<file path="config.mk">
export PLATFORM = sky130hd
export DESIGN_NAME = proc_batch_driver
export DESIGN_NICKNAME = d
export VERILOG_FILES = /design/src/rtl/munchman_pkg.sv /design/src/rtl/pbd_tx_serializer.sv /design/src/rtl/proc_batch_driver.sv
export SDC_FILE = /design/constraint.sdc
export NUM_CORES = 1
export LEC_CHECK = 0
export ABC_AREA = 1
export BUFFER_PORTS_ARGS = -buffer_cell sky130_fd_sc_hd__buf_4
export CAP_MARGIN = 15
export CORE_MARGIN = 2
export CORE_UTILIZATION = 40
export CTS_BUF_LIST = sky130_fd_sc_hd__clkbuf_4
export DETAILED_ROUTE_END_ITERATION = 6
export HOLD_SLACK_MARGIN = 0.15
export PLACE_DENSITY = 0.7
export SYNTH_ARGS = -nofsm -noshare
export SYNTH_HDL_FRONTEND = slang
export SYNTH_SLANG_ARGS = --single-unit
</file>
<file path="constraint.sdc">
create_clock -name clk -period 2.15 [get_ports clk]
set_input_delay 0.3225 -clock clk [delete_from_list [all_inputs] [get_ports clk]]
set_output_delay 0.3225 -clock clk [all_outputs]
set_load 0.02 [all_outputs]
</file>
<file path="src/rtl/munchman_pkg.sv">
// munchman_pkg: shared constants for the proc_* batch driver.
// Holds the FSM state encoding, result status codes, the result record
// layout and the default match-string length.
package munchman_pkg;

  localparam int HASH_W        = 128;
  localparam int MSG_CHARS_DEF = 19;

  // FSM state encoding; all transmit states have bit 2 set
  localparam logic [2:0] S_IDLE      = 3'd0;
  localparam logic [2:0] S_START     = 3'd1;
  localparam logic [2:0] S_STREAM    = 3'd2;
  localparam logic [2:0] S_WAIT_DONE = 3'd3;
  localparam logic [2:0] S_TX_STATUS = 3'd4;
  localparam logic [2:0] S_TX_POS_HI = 3'd5;
  localparam logic [2:0] S_TX_POS_LO = 3'd6;
  localparam logic [2:0] S_TX_CHAR   = 3'd7;

  // Status byte leading every result record
  localparam logic [7:0] ST_NOMATCH = 8'h00;
  localparam logic [7:0] ST_MATCH   = 8'h01;
  localparam logic [7:0] ST_ERR     = 8'h02;
  localparam logic [7:0] ST_TIMEOUT = 8'h03;

  // Result latched from the matcher before serialisation
  typedef struct packed {
    logic [7:0]  status;
    logic [15:0] byte_pos;
  } result_t;

  // Status byte for a completed batch
  function automatic logic [7:0] match_status(input logic match);
    return match ? ST_MATCH : ST_NOMATCH;
  endfunction

  // True for the states that own the transmit stream
  function automatic logic is_tx_state(input logic [2:0] st);
    return (st == S_TX_STATUS) || (st == S_TX_POS_HI) ||
           (st == S_TX_POS_LO) || (st == S_TX_CHAR);
  endfunction

endpackage

</file>
<file path="src/rtl/pbd_tx_serializer.sv">
// pbd_tx_serializer: one-byte valid/ready output holding register.
// A byte is loaded only while the register is empty; it is then held
// stable until the sink accepts it. o_load_fire marks the cycle a load
// actually happens, o_accept the cycle the sink takes the byte.
module pbd_tx_serializer (
  input  logic       clk,
  input  logic       reset_n,
  input  logic       i_load,
  input  logic [7:0] i_data,
  input  logic       i_tx_ready,
  output logic [7:0] o_tx_data,
  output logic       o_tx_valid,
  output logic       o_load_fire,
  output logic       o_accept
);

  logic [7:0] r_data;
  logic       r_valid;

  assign o_load_fire = i_load && !r_valid;
  assign o_accept    = r_valid && i_tx_ready;
  assign o_tx_data   = r_data;
  assign o_tx_valid  = r_valid;

  // Hold the byte until accepted; reload only from the empty state
  always_ff @(posedge clk) begin
    if (!reset_n) begin
      r_data  <= '0;
      r_valid <= 1'b0;
    end else if (o_accept) begin
      r_valid <= 1'b0;
    end else if (o_load_fire) begin
      r_data  <= i_data;
      r_valid <= 1'b1;
    end
  end

endmodule

</file>
<file path="src/rtl/proc_batch_driver.sv">
// proc_batch_driver: host-side driver for the string_process_match core.
// Takes a batch command, streams the requested number of upstream bytes
// into the matcher, waits for proc_done and sends back a result record:
// status, byte position (hi, lo) and MSG_CHARS match characters on a
// match; only the status byte otherwise.
// Optional WAIT_DONE watchdog: define PBD_TIMEOUT_EN.
module proc_batch_driver
  import munchman_pkg::*;
#(
  parameter int MSG_CHARS      = MSG_CHARS_DEF,
  parameter int TIMEOUT_CYCLES = 65535
) (
  input  logic              clk,
  input  logic              reset_n,
  input  logic              cmd_start,
  input  logic [15:0]       cmd_num_bytes,
  input  logic [HASH_W-1:0] cmd_target_hash,
  output logic              busy,
  input  logic [7:0]        in_data,
  input  logic              in_valid,
  output logic              in_ready,
  output logic              proc_start,
  output logic [15:0]       proc_num_bytes,
  output logic [HASH_W-1:0] proc_target_hash,
  output logic [7:0]        proc_data,
  output logic              proc_data_valid,
  output logic              proc_match_char_next,
  input  logic              proc_done,
  input  logic              proc_match,
  input  logic [15:0]       proc_byte_pos,
  input  logic [7:0]        proc_match_char,
  output logic [7:0]        tx_data,
  output logic              tx_valid,
  input  logic              tx_ready
);

  localparam int CHAR_W = (MSG_CHARS > 1) ? $clog2(MSG_CHARS) : 1;
  localparam logic [CHAR_W-1:0] LAST_CHAR = CHAR_W'(MSG_CHARS - 1);

  logic [2:0]        r_state;
  logic [15:0]       r_num_bytes;
  logic [HASH_W-1:0] r_target_hash;
  logic [15:0]       r_rem_cnt;
  logic [CHAR_W-1:0] r_char_cnt;
  result_t           r_result;
  logic [7:0]        r_proc_data;
  logic              r_proc_data_valid;

  logic              w_in_fire;
  logic              w_tx_load;
  logic [7:0]        w_tx_load_data;
  logic              w_tx_load_fire;
  logic              w_tx_accept;
  logic              w_timeout;

  assign busy             = (r_state != S_IDLE);
  assign in_ready         = (r_state == S_STREAM);
  assign proc_start       = (r_state == S_START);
  assign proc_num_bytes   = r_num_bytes;
  assign proc_target_hash = r_target_hash;
  assign proc_data        = r_proc_data;
  assign proc_data_valid  = r_proc_data_valid;
  assign w_in_fire        = in_valid && in_ready;

  // The matcher shifts its string on the same edge the current char is
  // captured, so the strobe follows the serializer's load in TX_CHAR
  assign proc_match_char_next = (r_state == S_TX_CHAR) && w_tx_load_fire;
  assign w_tx_load            = is_tx_state(r_state);

  // Byte offered to the serializer in each transmit state
  always_comb begin
    w_tx_load_data = 8'h00;
    case (r_state)
      S_TX_STATUS: w_tx_load_data = r_result.status;
      S_TX_POS_HI: w_tx_load_data = r_result.byte_pos[15:8];
      S_TX_POS_LO: w_tx_load_data = r_result.byte_pos[7:0];
      S_TX_CHAR:   w_tx_load_data = proc_match_char;
      default:     w_tx_load_data = 8'h00;
    endcase
  end

  pbd_tx_serializer u_tx (
    .clk         (clk),
    .reset_n     (reset_n),
    .i_load      (w_tx_load),
    .i_data      (w_tx_load_data),
    .i_tx_ready  (tx_ready),
    .o_tx_data   (tx_data),
    .o_tx_valid  (tx_valid),
    .o_load_fire (w_tx_load_fire),
    .o_accept    (w_tx_accept)
  );

`ifdef PBD_TIMEOUT_EN
  logic [15:0] r_wd_cnt;

  // Watchdog: counts cycles spent in WAIT_DONE, zero everywhere else
  always_ff @(posedge clk) begin
    if (!reset_n || (r_state != S_WAIT_DONE)) begin
      r_wd_cnt <= '0;
    end else begin
      r_wd_cnt <= r_wd_cnt + 16'd1;
    end
  end

  assign w_timeout = (r_wd_cnt == 16'(TIMEOUT_CYCLES - 1));
`else
  logic [15:0] w_unused_timeout;
  assign w_unused_timeout = 16'(TIMEOUT_CYCLES);
  assign w_timeout        = 1'b0;
`endif

  // Batch FSM: command capture, byte streaming, result latch, record sequencing
  always_ff @(posedge clk) begin
    if (!reset_n) begin
      r_state           <= S_IDLE;
      r_num_bytes       <= '0;
      r_target_hash     <= '0;
      r_rem_cnt         <= '0;
      r_char_cnt        <= '0;
      r_result          <= '0;
      r_proc_data       <= '0;
      r_proc_data_valid <= 1'b0;
    end else begin
      // Data strobe is only high the cycle after an upstream handshake
      r_proc_data_valid <= 1'b0;
      case (r_state)
        S_IDLE: begin
          if (cmd_start) begin
            if (cmd_num_bytes != 16'd0) begin
              r_num_bytes   <= cmd_num_bytes;
              r_target_hash <= cmd_target_hash;
              r_state       <= S_START;
            end else begin
              r_result.status <= ST_ERR;
              r_state         <= S_TX_STATUS;
            end
          end
        end
        S_START: begin
          r_rem_cnt <= r_num_bytes;
          r_state   <= S_STREAM;
        end
        S_STREAM: begin
          if (w_in_fire) begin
            r_proc_data       <= in_data;
            r_proc_data_valid <= 1'b1;
            r_rem_cnt         <= r_rem_cnt - 16'd1;
            if (r_rem_cnt == 16'd1) begin
              r_state <= S_WAIT_DONE;
            end
          end
        end
        S_WAIT_DONE: begin
          if (proc_done) begin
            r_result.status   <= match_status(proc_match);
            r_result.byte_pos <= proc_byte_pos;
            r_state           <= S_TX_STATUS;
          end else if (w_timeout) begin
            r_result.status <= ST_TIMEOUT;
            r_state         <= S_TX_STATUS;
          end
        end
        S_TX_STATUS: begin
          if (w_tx_accept) begin
            r_state <= (r_result.status == ST_MATCH) ? S_TX_POS_HI : S_IDLE;
          end
        end
        S_TX_POS_HI: begin
          if (w_tx_accept) begin
            r_state <= S_TX_POS_LO;
          end
        end
        S_TX_POS_LO: begin
          if (w_tx_accept) begin
            r_char_cnt <= '0;
            r_state    <= S_TX_CHAR;
          end
        end
        S_TX_CHAR: begin
          if (w_tx_accept) begin
            if (r_char_cnt == LAST_CHAR) begin
              r_state <= S_IDLE;
            end else begin
              r_char_cnt <= r_char_cnt + CHAR_W'(1);
            end
          end
        end
        default: r_state <= S_IDLE;
      endcase
    end
  end

endmodule
</file>
Yosys cells after proc, flatten, opt, wreduce, memory -nomap -nowiden
Cells that the tools add are included.
- register bits after elaboration: 210
- input port bits: 183
- word-level logic and storage cells: 85
- add/subtract/negate cells: 2
- equality and inequality tests: 21
- muxes and demuxes: 25
- bitwise operators: 2
- reductions and logical operators: 24
- operators by type and width (kind ; number):
    3-bit 2-to-1 mux ; 11
    16-bit one-hot mux with 2 select lines ; 1
    8-bit one-hot mux with 4 select lines ; 1
    8-bit 2-to-1 mux ; 3
    3-bit one-hot mux with 8 select lines ; 1
    16-bit by 1-bit equality test with 1-bit output (second input constant) ; 1
    16-bit 2-to-1 mux ; 1
    8-bit one-hot mux with 2 select lines ; 1
    16-bit nonzero test ; 1
    16-bit by 1-bit subtractor with 16-bit output (second input constant) ; 1
    5-bit 2-to-1 mux ; 3
    2-bit by 1-bit inequality test with 1-bit output (second input constant) ; 7
    3-bit equality test (second input constant) ; 4
    5-bit one-hot mux with 2 select lines ; 1
    2-bit AND reduction ; 5
    9-bit AND reduction ; 1
    8-bit by 1-bit equality test with 1-bit output (second input constant) ; 1
    2-bit inequality test (second input constant) ; 4
    4-bit AND reduction ; 2
    3-bit by 2-bit equality test with 1-bit output (second input constant) ; 2
    2-bit nonzero test ; 3
    5-bit by 1-bit adder with 5-bit output (second input constant) ; 1
    5-bit equality test (second input constant) ; 1
    1-bit logical AND ; 4
    9 further kinds ; 13

Depth between registers and ports, before layout
Gate-level depths: netlist of run 1.
- depth in word-level cells: 6
- gate-level depth with buffers: 12

Modules after synthesis
From an unflattened synthesis of run 1, not the netlist that was laid out.
- cells, all modules: 1118
- area total of the unflattened synthesis: 8142.8 sq um
- by module, submodules not included (module ; times used ; cells an instance ; area an instance (sq um) ; sequential area each (sq um)):
    proc_batch_driver ; 1 ; 1060 ; 7751.2 ; 3903.7
    pbd_tx_serializer ; 1 ; 58 ; 391.6 ; 180.2

Worst setup path before layout of run 1
No wires, ideal clock.
- kind: register to register
- start point: reg r_rem_cnt[0]
- end point: reg r_rem_cnt[14]
- library setup time: 0.109 ns
- arrival time: 1.391 ns
- required time: 2.041 ns
- slack: 0.650 ns
- stages on the path, launching flop included: 12
- path buffers: 0
- clock period less this slack: 1.500 ns
- path through: dfxtp_1 -> inv_1 -> ha_1 -> inv_1 -> nor2_1 -> nand2_1 -> nor2_2 -> nand3_1 -> nand3_1 -> nand3_1 -> nand2_1 -> inv_1
- longest elaborated chain between the ends: 3
- ends and longest elaborated chain (what ; RTL line ; RTL):
    from (decl) ; proc_batch_driver.sv:43 ; logic [15:0] r_rem_cnt;
    from (signal assigned) ; proc_batch_driver.sv:141 ; r_rem_cnt <= r_num_bytes;
    from (signal assigned) ; proc_batch_driver.sv:148 ; r_rem_cnt <= r_rem_cnt - 16'd1;
    16-bit by 1-bit subtractor with 16-bit output ; proc_batch_driver.sv:148 ;
    16-bit 2-to-1 mux ; proc_batch_driver.sv:145 ; if (w_in_fire) begin
    16-bit one-hot mux with 2 select lines ; proc_batch_driver.sv:127 ; case (r_state)
No other way between the ends. The select of a mux whose other input is x is not followed.
A chain may end at the register's enable or synchronous reset.

Worst setup path in the final report of run 1
- start point: in cmd_num_bytes[3]
- end point: reg r_target_hash[3], in the netlist proc_target_hash[3]
- longest elaborated chain between the ends: 2
- ends and longest elaborated chain (what ; RTL line ; RTL):
    from (decl) ; proc_batch_driver.sv:16 ; input logic [15:0] cmd_num_bytes,
    16-bit nonzero test ; proc_batch_driver.sv:130 ; if (cmd_num_bytes != 16'd0) begin
    3-bit AND reduction (no line) ; n/a ;
    to (signal assigned) ; proc_batch_driver.sv:132 ; r_target_hash <= cmd_target_hash;
    to (decl) ; proc_batch_driver.sv:42 ; logic [HASH_W-1:0] r_target_hash;
No other way between the ends.

==> impl_results.md, run 1 <==
- Post-Syn Area: 0.008060 mm²
- Share of the yosys chip area belonging to registers: 50.67%
- Combinational power share: 46.7%
- Seq pwr share: 32.9%
- Internal Dissipation: 9.888 mW
- HP Class: in -> reg
- Final period utilization: 97.27%
- Fmax: 478.2 MHz
- DR vias/cell: 4.886
- Net Sw Frac: 42.37%
- H-tree lvl count: 2
- CP Data Required Time: 2.71 ns
- CTS tree: yes
- Outcome: finished, final reports clean
- Top-area cell type share of the netlist area: 50.67%
- CP Launch Type: input port
- GRT Total Usage: 27.73%
- Worst Path Max Fanout: 19
- Synth Area per Inst: 7.374 µm²
- Synth cell types: 33
- Clk_lat worst skew: 0.65 ns
- DRT iter0 DRCs: 534
- GPL Wtd Cong: 0.8628
- CTS root buf: clkbuf_4
- Grt total ovfl: 0
- DR pass1 iterations: 5
- Die width: 146.0 µm
- Commonest non-fill, non-tap cell in the layout: buf_4
- Tightest Pin Transition: 0.6823 ns
- Setup TNS: 0 ns
- Clock sink count: 204
- Syn Nets: 1280
- Slew Viols, Final: 0
- Tmin final: 2.091 ns
- IO Count: 349
- Max-Cap Viols: 0
- Post-Route WL: 30470 µm
- Main synth FF type: dfxtp_1
- Vias in the first global route: 9600
- Net Switching: 7.268 mW
- PwrDens: 1265 mW/mm²
- Yosys top cell by area: dfxtp_1
- Die ar.: 0.02130 mm²
- Critical path endpoint category: register
- Row Count: 51
- Clock share of power: 20.5%
- WL/cell: 15.58 µm
- Slew margin rel.: 54.52%
- Setup WS post-layout: 0.05875 ns
- Layout cells sized above 1: 27.95%
- FF+latch count, synth: 204
- FILL cells: 1474
- Yosys warnings: 0
- Ys async rst share: 0%
- Net count, final: 1837
- Initial antenna violation count: 1
- Die H: 146.0 µm
- Cells after Synth: 1093
- Worst vdd ir: 0.0007180 V
- Worst EP arrival: 2.65 ns
- Ranking of synthesized cells by area: dfxtp_1, nor2_1, o21ai_0, nand2_1, nand3_1
- Setup CP Type: in -> reg
- Final hold violation count: 0
- Antenna Violating Nets Remaining: 0
- Total Power: 17.16 mW
- Final setup viols: 0
- CTS Buf Count: 55
- Worst Clk Skew: 0.02719 ns
- PortBufs: 348
- Hold Path Depth: 7
- DRC: 0
- Dpl ws: 0.3734 ns
- First-pass GRT wire length: 48390 µm
- Largest net degree at the start of global routing: 126
- Starting Density: 41.14%
- Vias post-DR: 9552
- Hpwl dp: 18240 µm
- Clk pin slew, worst setup/hold paths: 0.07 ns
- Clock buffer depth: 3
- Number of flops mapped to enable cells by yosys: 0
- Cell count of the worst reg-to-reg path: 8
- Placeable Area: 0.01959 mm²
- Area grow syn2layout: 68.32%
- RSZ-0062 raised after global routing: false
- Leakage dissipation: 6.177 nW
- Most frequent cells in the layout: buf_4, nor2_1, dlygate4sd3_1, dfxtp_1, o21ai_0
[metal layers]
layer | global-route usage (%) | vias up | wire [µm]
met1 | 31.09 | 4377 | 11870
met3 | 8.088 | 93 | 2303
met2 | 48.51 | 403 | 15090
met4 | 12.79 | 0 | 1203
met5 | 0 | - | 0
li1 | - | 4679 | -
[metrics by stage]
step                cell area [µm²]  utilization [%]  hold WS [ns]  std cells
floorplan                      8060                -        0.4245       1093
global placement              10820            55.23        0.4503       1655
detailed placement            10820            55.23        0.4537       1655
CTS                           13560            69.23        0.1839       1954
global route                  13570            69.25        0.2714       1955
finish                        13570            69.25        0.2748       1955
[power groups by stage]
stage | logic [mW] | registers, mW | clock network (mW)
final | 8.01 | 5.64 | 3.51
after global routing | 8.78 | 5.76 | 3.81
after CTS | 7.84 | 5.59 | 3.60
after detailed placement | 7.47 | 5.66 | 0
after global placement | 7.42 | 5.63 | 0
after floorplan | 3.84 | 6.62 | 0
[layout make-up]
type | instances | area (µm²) | area share [%]
antenna | 1 | 2.502 | 0.01845
clock buffer | 86 | 645.6 | 4.759
clock inverter | 10 | 63.81 | 0.4703
inverter | 44 | 167.7 | 1.236
multi-input combinational | 779 | 3463 | 25.53
sequential | 204 | 4085 | 30.11
tap | 265 | 331.6 | 2.444
timing repair buffer | 566 | 4807 | 35.43
[cells in the mapped netlist, types with 2 or more instances]
master and n:
a21oi_1 39, a22oi_1 7, a31oi_1 9, a41oi_1 2, buf_2 20, buf_4 3
buf_6 8, clkbuf_1 31, clkbuf_2 3, dfxtp_1 204, ha_1 4, inv_1 36
inv_2 7, nand2_1 110, nand2_2 3, nand3_1 45, nor2_1 352, nor2_2 3
nor2_4 2, nor3_1 2, o21ai_0 165, o21ai_1 22, xor2_1 6
[worst max-delay path: stages]
cell and delay [ns]:
dlygate4sd3_1 0.55, buf_4 0.15, nor2_1 0.13, nand2_1 0.07, nor2_1 0.15, nand2_1 0.12
nand3_4 0.11, buf_4 0.24, o21ai_0 0.11, dlygate4sd3_1 0.57, nor2_1 0.13
[kinds of logic (layout without fill, tap and decap cells)]
family | after synthesis | after routing | share of synthesized area, %
adders and majority gates | 4 | 4 | 0.6209
buffers and inverters | 110 | 706 | 6.396
DFF | 204 | 204 | 50.67
and+or+nand+nor | 522 | 522 | 25.77
AOI/OAI and AO/OA | 247 | 247 | 15.90
other | 0 | 1 | 0
xor gates and xnor gates | 6 | 6 | 0.6520
[state kept, by name (all words and copies together) (netlist names)]
signal / flops
proc_data: 8
proc_data_valid: 1
proc_num_bytes: 16
proc_target_hash: 128
r_char_cnt: 5
r_rem_cnt: 16
r_result: 18
r_state: 3
u_tx.o_tx_data: 8
u_tx.o_tx_valid: 1
[worst paths after layout]
kind / from / endpoint / slack [ns]
setup reg to reg: r_state[1]$_SDFFE_PN0P_ / proc_target_hash[3]$_SDFFE_PN0P_ / 0.17
hold / removal: proc_done / r_state[2]$_SDFFE_PN0P_ / 0.27
setup / recovery: cmd_num_bytes[3] / proc_target_hash[3]$_SDFFE_PN0P_ / 0.06
hold reg to reg: r_result[11]$_SDFFE_PN0P_ / r_result[11]$_SDFFE_PN0P_ / 0.46
[what timing repair did]
action	in CTS	in global routing
hold endpoints to repair	196	0
setup buffers	0	0
endpoints found under the setup margin	1	1
gates cloned	0	0
hold buffers	203	0
resized for setup	1	1
No activity file was read; power rests on OpenSTA's default activity.
==> run 2, diff against run 1 <==
--- a/config.mk
+++ b/config.mk
@@ -13,4 +13,5 @@
 export CTS_BUF_LIST = sky130_fd_sc_hd__clkbuf_4
 export DETAILED_ROUTE_END_ITERATION = 6
+export GPL_TIMING_DRIVEN = 0
 export HOLD_SLACK_MARGIN = 0.15
 export PLACE_DENSITY = 0.7
==> constraint.sdc (replaced) <==
create_clock -name clk -period 2.15 [get_ports clk]
set_input_delay 0.3225 -clock clk [delete_from_list [all_inputs] [get_ports clk]]
set_output_delay 0.3225 -clock clk [all_outputs]
set_load 0.005 [all_outputs]
==> run 2 against run 1 <==
  * Wire length is 6.7% higher
  * Clock-buffer cell count is 2 lower
  * Cell count is 1.8% higher
  * Critical path depth is 1 lower
  * Highest routed layer unchanged
==> impl_results.md, run 2 (synthesis gave the netlist of run 1 again) <==
- Commonest non-fill, non-tap cell in the layout: buf_4
- Util after Layout: 69.34%
- Final hold violation count: 0
- Die width: 146.0 µm
- Clk_lat worst skew: 0.64 ns
- PwrDens: 1193 mW/mm²
- Hpwl dp: 21060 µm
- Most frequent cells in the layout: buf_4, nor2_1, dfxtp_1, dlygate4sd3_1, o21ai_0
- Grt met1 use: 32.35%
- Worst vdd ir: 0.0006600 V
- Tightest Pin Transition: 0.6880 ns
- Leakage dissipation: 6.233 nW
- Finished Layout Cells: 1991
- HP Class: in -> reg
- FILL cells: 1544
- DRC: 0
- Area grow syn2layout: 68.53%
- Slew Viols, Final: 0
- R2R setup slack: 0.16 ns
- Worst Clk Skew: 0.03042 ns
- GRT met3 Usage: 7.429%
- Setup TNS: 0 ns
- Slew margin rel.: 54.13%
- Vias in the first global route: 9805
- DR vias/cell: 4.978
- Met2 Track Usage GR: 50.68%
- Net count, final: 1875
- CTS Buf Count: 55
- GRT busiest layer: met2
- Clk pin slew, worst setup/hold paths: 0.07 ns
- DRT iter0 DRCs: 573
- Placeable Area: 0.01959 mm²
- Fmax: 486.4 MHz
- Max-Cap Viols: 0
- RSZ-0062 raised after global routing: false
- CTS tree: yes
- CP Data Required Time: 2.71 ns
- Tmin final: 2.056 ns
- Max reg flops: 128
- DR pass1 iterations: 5
- WL/cell: 16.33 µm
- CTS root buf: clkbuf_4
- Starting Density: 41.14%
- PortBufs: 346
- Die H: 146.0 µm
- Largest net degree at the start of global routing: 14
- H-tree lvl count: 2
- Setup CP Type: in -> reg
- GPL Wtd Cong: 0.8895
- Die ar.: 0.02130 mm²
- Multi-input logic area: 0.003466 mm²
- Final setup viols: 0
- IO Count: 349
- Clock buffer depth: 3
- Clock sink count: 204
- Worst Path Max Fanout: 10
- First-pass GRT wire length: 50170 µm
- Register area: 0.004085 mm²
- Vias post-DR: 9912
- Final period utilization: 95.63%
- Row Count: 51
- Grt total ovfl: 0
- Cells after DPL: 1704
- CP Launch Type: input port
- GRT Total Usage: 29.27%
- Layout cells sized above 1: 28.36%
- Antenna Violating Nets Remaining: 0
- Post-Route WL: 32520 µm
- Worst EP arrival: 2.62 ns
- Outcome: finished, final reports clean
- Initial antenna violation count: 1
- Critical path endpoint category: register
run 2: area by class of cell:
cell class                 count  area share (%)
inverter                      44           1.234
timing repair buffer         538           33.20
antenna                        2         0.03684
buffer                        66           2.607
multi-input combinational    779           25.51
clock inverter                 9          0.2579
tap                          265           2.441
clock buffer                  84           4.642
sequential                   204           30.07
run 2: worst paths after layout:
kind,end,from,depth (start not counted)
setup / recovery,proc_target_hash[66]$_SDFFE_PN0P_,cmd_num_bytes[8],10
setup reg to reg,r_result[16]$_SDFFE_PN0P_,r_state[0]$_SDFFE_PN0P_,7
hold reg to reg,r_result[0]$_SDFFE_PN0P_,r_result[0]$_SDFFE_PN0P_,2
hold / removal,r_state[2]$_SDFFE_PN0P_,proc_done,7
run 2: routing by layer:
layer	routed length, µm	share of wire, %	vias to the layer above
met3	2570	7.9	133
li1	-	-	4769
met2	15740	48	528
met4	1827	5.6	0
met1	12380	38	4482
met5	0	0	-
run 2: worst max-delay path, stage by stage:
cell and delay, ns:
dlygate4sd3_1 0.57, buf_4 0.15, nor2_1 0.09, nand2_1 0.08, nor2_1 0.24, nand2_1 0.14
nand3_4 0.19, clkbuf_1 0.48, o21ai_0 0.22, nor2_1 0.13
run 2: repair_timing:
| item | in CTS | in global routing |
|---|---|---|
| hold buffers | 188 | 0 |
| endpoints found under the setup margin | 1 | 2 |
| pin swaps | 0 | 1 |
| setup buffers | 0 | 4 |
| endpoints found under the hold margin | 184 | 0 |
| resized for setup | 2 | 3 |
run 2: per-stage QoR:
| stage | setup slack (ns) | total power [mW] | area (µm²) | hold slack, ns |
|---|---|---|---|---|
| after floorplan | 0.6498 | 9.408 | 8060 | 0.4245 |
| after global placement | 0.1988 | 12.23 | 10990 | 0.4430 |
| after detailed placement | 0.1625 | 12.36 | 10990 | 0.4455 |
| after CTS | 0.01367 | 16.02 | 13540 | 0.2356 |
| after global routing | 0.02720 | 17.39 | 13580 | 0.3065 |
| final | 0.09392 | 16.21 | 13580 | 0.3288 |
run 2: report_power, final:
part / switching [mW] / leakage, nW / internal (mW)
Sequential: 0.733 / 1.68 / 4.88
Clock: 1.58 / 0.403 / 1.76
Combinational: 4.07 / 4.15 / 3.19
==> run 3, diff against run 2 <==
Settings changed: CORE_MARGIN 2 to not set.
==> run 3 against run 2 <==
  * Wire length decreased by 0.34%
  * Worst hold slack got worse by 0.061 ns
  * Non-clock buffer count shrank 5
  * Sequential share of layout area grew 0.074 points
  * First-iteration DRC count is 6.3% higher
  * Flip-flop and latch count unchanged
  * Register-to-register slack improved by 0.07 ns
  * Largest cell class unchanged
==> impl_results.md, run 3 (synthesis gave the netlist of run 1 again) <==
- Critical path endpoint category: output pin
- Clk_lat worst skew: 0.68 ns
- Net Switching: 6.505 mW
- Clk pin slew, worst setup/hold paths: 0.07 ns
- Outcome: finished, final reports clean
- CTS root buf: clkbuf_4
- CP max-delay cell: dfxtp_1
- Commonest non-fill, non-tap cell in the layout: nor2_1
- GPL Wtd Cong: 0.8951
- Die ar.: 0.02072 mm²
- Starting Density: 41.14%
- Seq pwr share: 34.5%
- Tmin final: 2.036 ns
- Die width: 144.0 µm
- Worst Clk Skew: 0.02728 ns
- PortBufs: 346
- CP Launch Type: register
- CTS tree: yes
- Initial antenna violation count: 2
- RSZ-0062 raised after global routing: false
- First-pass GRT wire length: 48200 µm
- H-tree lvl count: 2
- Combinational power share: 44.7%
- CTS Buf Count: 54
- IO Count: 349
- Leakage dissipation: 6.204 nW
- Internal Dissipation: 9.752 mW
- Tightest Pin Transition: 0.6172 ns
- Vias post-DR: 9879
- Cell count of the worst reg-to-reg path: 11
- Net count, final: 1869
- Worst vdd ir: 0.0006971 V
- DR vias/cell: 4.972
- Worst Path Max Fanout: 10
- Hold WS: 0.2676 ns
- Slew margin rel.: 58.86%
- Max-Cap Viols: 0
- Setup CP Type: reg -> out
- Total Power: 16.26 mW
- Antenna Violating Nets Remaining: 0
- Row Count: 51
- Worst EP arrival: 1.71 ns
- DR pass1 iterations: 7
- Grt total ovfl: 0
- DRT iter0 DRCs: 609
- CP Data Required Time: 1.83 ns
- Net Sw Frac: 40.01%
- Largest net degree at the start of global routing: 15
- Vias in the first global route: 9666
- PwrDens: 1200 mW/mm²
- Setup TNS: 0 ns
- Max reg flops: 128
- Final hold violation count: 0
- Clock share of power: 20.8%
- CP Cell Sequence: nand2_1 -> nor2_4 -> buf_6 -> buf_4
- Hpwl dp: 20830 µm
- Area grow syn2layout: 68.07%
- Fmax: 491.3 MHz
- Clock sink count: 204
- HP Class: in -> reg
- Clock buffer depth: 3
- Most frequent cells in the layout: nor2_1, buf_4, dfxtp_1, dlygate4sd3_1, o21ai_0
- Post-Route WL: 32410 µm
- WL/cell: 16.31 µm
- Die H: 144.0 µm
- Slew Viols, Final: 0
- Final Instance Area: 0.01355 mm²
- Slowest Stage Delay on Critical Path: 0.45 ns
- Hold Path Depth: 7
- Final setup viols: 0
- Placeable Area: 0.01959 mm²
- DP Area: 0.01099 mm²
- Layout cells sized above 1: 28.26%
- DRC: 0
- GRT Total Usage: 30.10%
- Final period utilization: 94.68%
==> run 3: changes by cell type in the layout (fill, tap and decap cells not counted), sizes merged <==
cell         change
clkbuf           -3
dlygate4sd3      -1
inv              +1
clkinv           +2
buf              -4
clkinvlp         +1
==> run 3: worst paths after layout <==
kind                        startpoint                    endpoint  slack (ns)
max reg2reg  r_rem_cnt[0]$_SDFFE_PN0P_  r_rem_cnt[14]$_SDFFE_PN0P_        0.23
max            r_state[1]$_SDFFE_PN0P_                    in_ready        0.11
min                          proc_done     r_state[2]$_SDFFE_PN0P_        0.27
min reg2reg  r_result[13]$_SDFFE_PN0P_   r_result[13]$_SDFFE_PN0P_        0.46
==> run 3: final cells by class <==
type | count | area [µm²]
inverters | 44 | 167.7
clock inverters | 13 | 56.30
flip-flops and latches | 204 | 4084
clock buffers | 81 | 608.1
diodes | 2 | 5.005
repair buffers | 533 | 4469
fillers | 1532 | 6043
plain buffers | 66 | 354.1
multi-input cells | 779 | 3471
well taps | 265 | 331.6
==> run 3: critical path: cells and delay by family, from the launching register on <==
| family | cells | cell delay [ns] |
|---|---|---|
| flops | 1 | 0.45 |
| simple gates | 2 | 0.30 |
| buf+inv | 2 | 0.29 |
==> run 3: power groups by stage <==
| stage | Sequential, mW | Combinational (mW) | Clock [mW] |
|---|---|---|---|
| CTS | 5.56 | 7.06 | 3.42 |
| global route | 5.72 | 8.00 | 3.64 |
| global placement | 5.59 | 6.64 | 0 |
| floorplan | 5.61 | 3.80 | 0 |
| finish | 5.61 | 7.27 | 3.38 |
| detailed placement | 5.63 | 6.75 | 0 |
==> run 3: what timing repair did <==
item	CTS	global route
resized for setup	1	3
hold buffers	187	0
hold endpoints to repair	185	0
pin swaps	0	0
setup buffers	0	0
endpoints found under the setup margin	1	2
==> run 3: layer usage <==
| metal | routed length (µm) | share of wire [%] | vias to the layer above | track usage (%) |
|---|---|---|---|---|
| met2 | 15750 | 49 | 456 | 51.61 |
| met3 | 2483 | 7.7 | 124 | 7.864 |
| li1 | - | - | 4747 | - |
| met5 | 0 | 0 | - | 0 |
| met4 | 1608 | 5.0 | 0 | 17.97 |
| met1 | 12580 | 39 | 4552 | 33.40 |
==> run 3: metrics by stage <==
stage | instances | utilization (%) | worst slack [ns]
global route | 1987 | 69.15 | 0.02315
finish | 1987 | 69.15 | 0.1144
CTS | 1985 | 69.06 | 0.02016
global placement | 1704 | 56.10 | 0.09901
floorplan | 1093 | - | 0.6498
detailed placement | 1704 | 56.10 | 0.1087
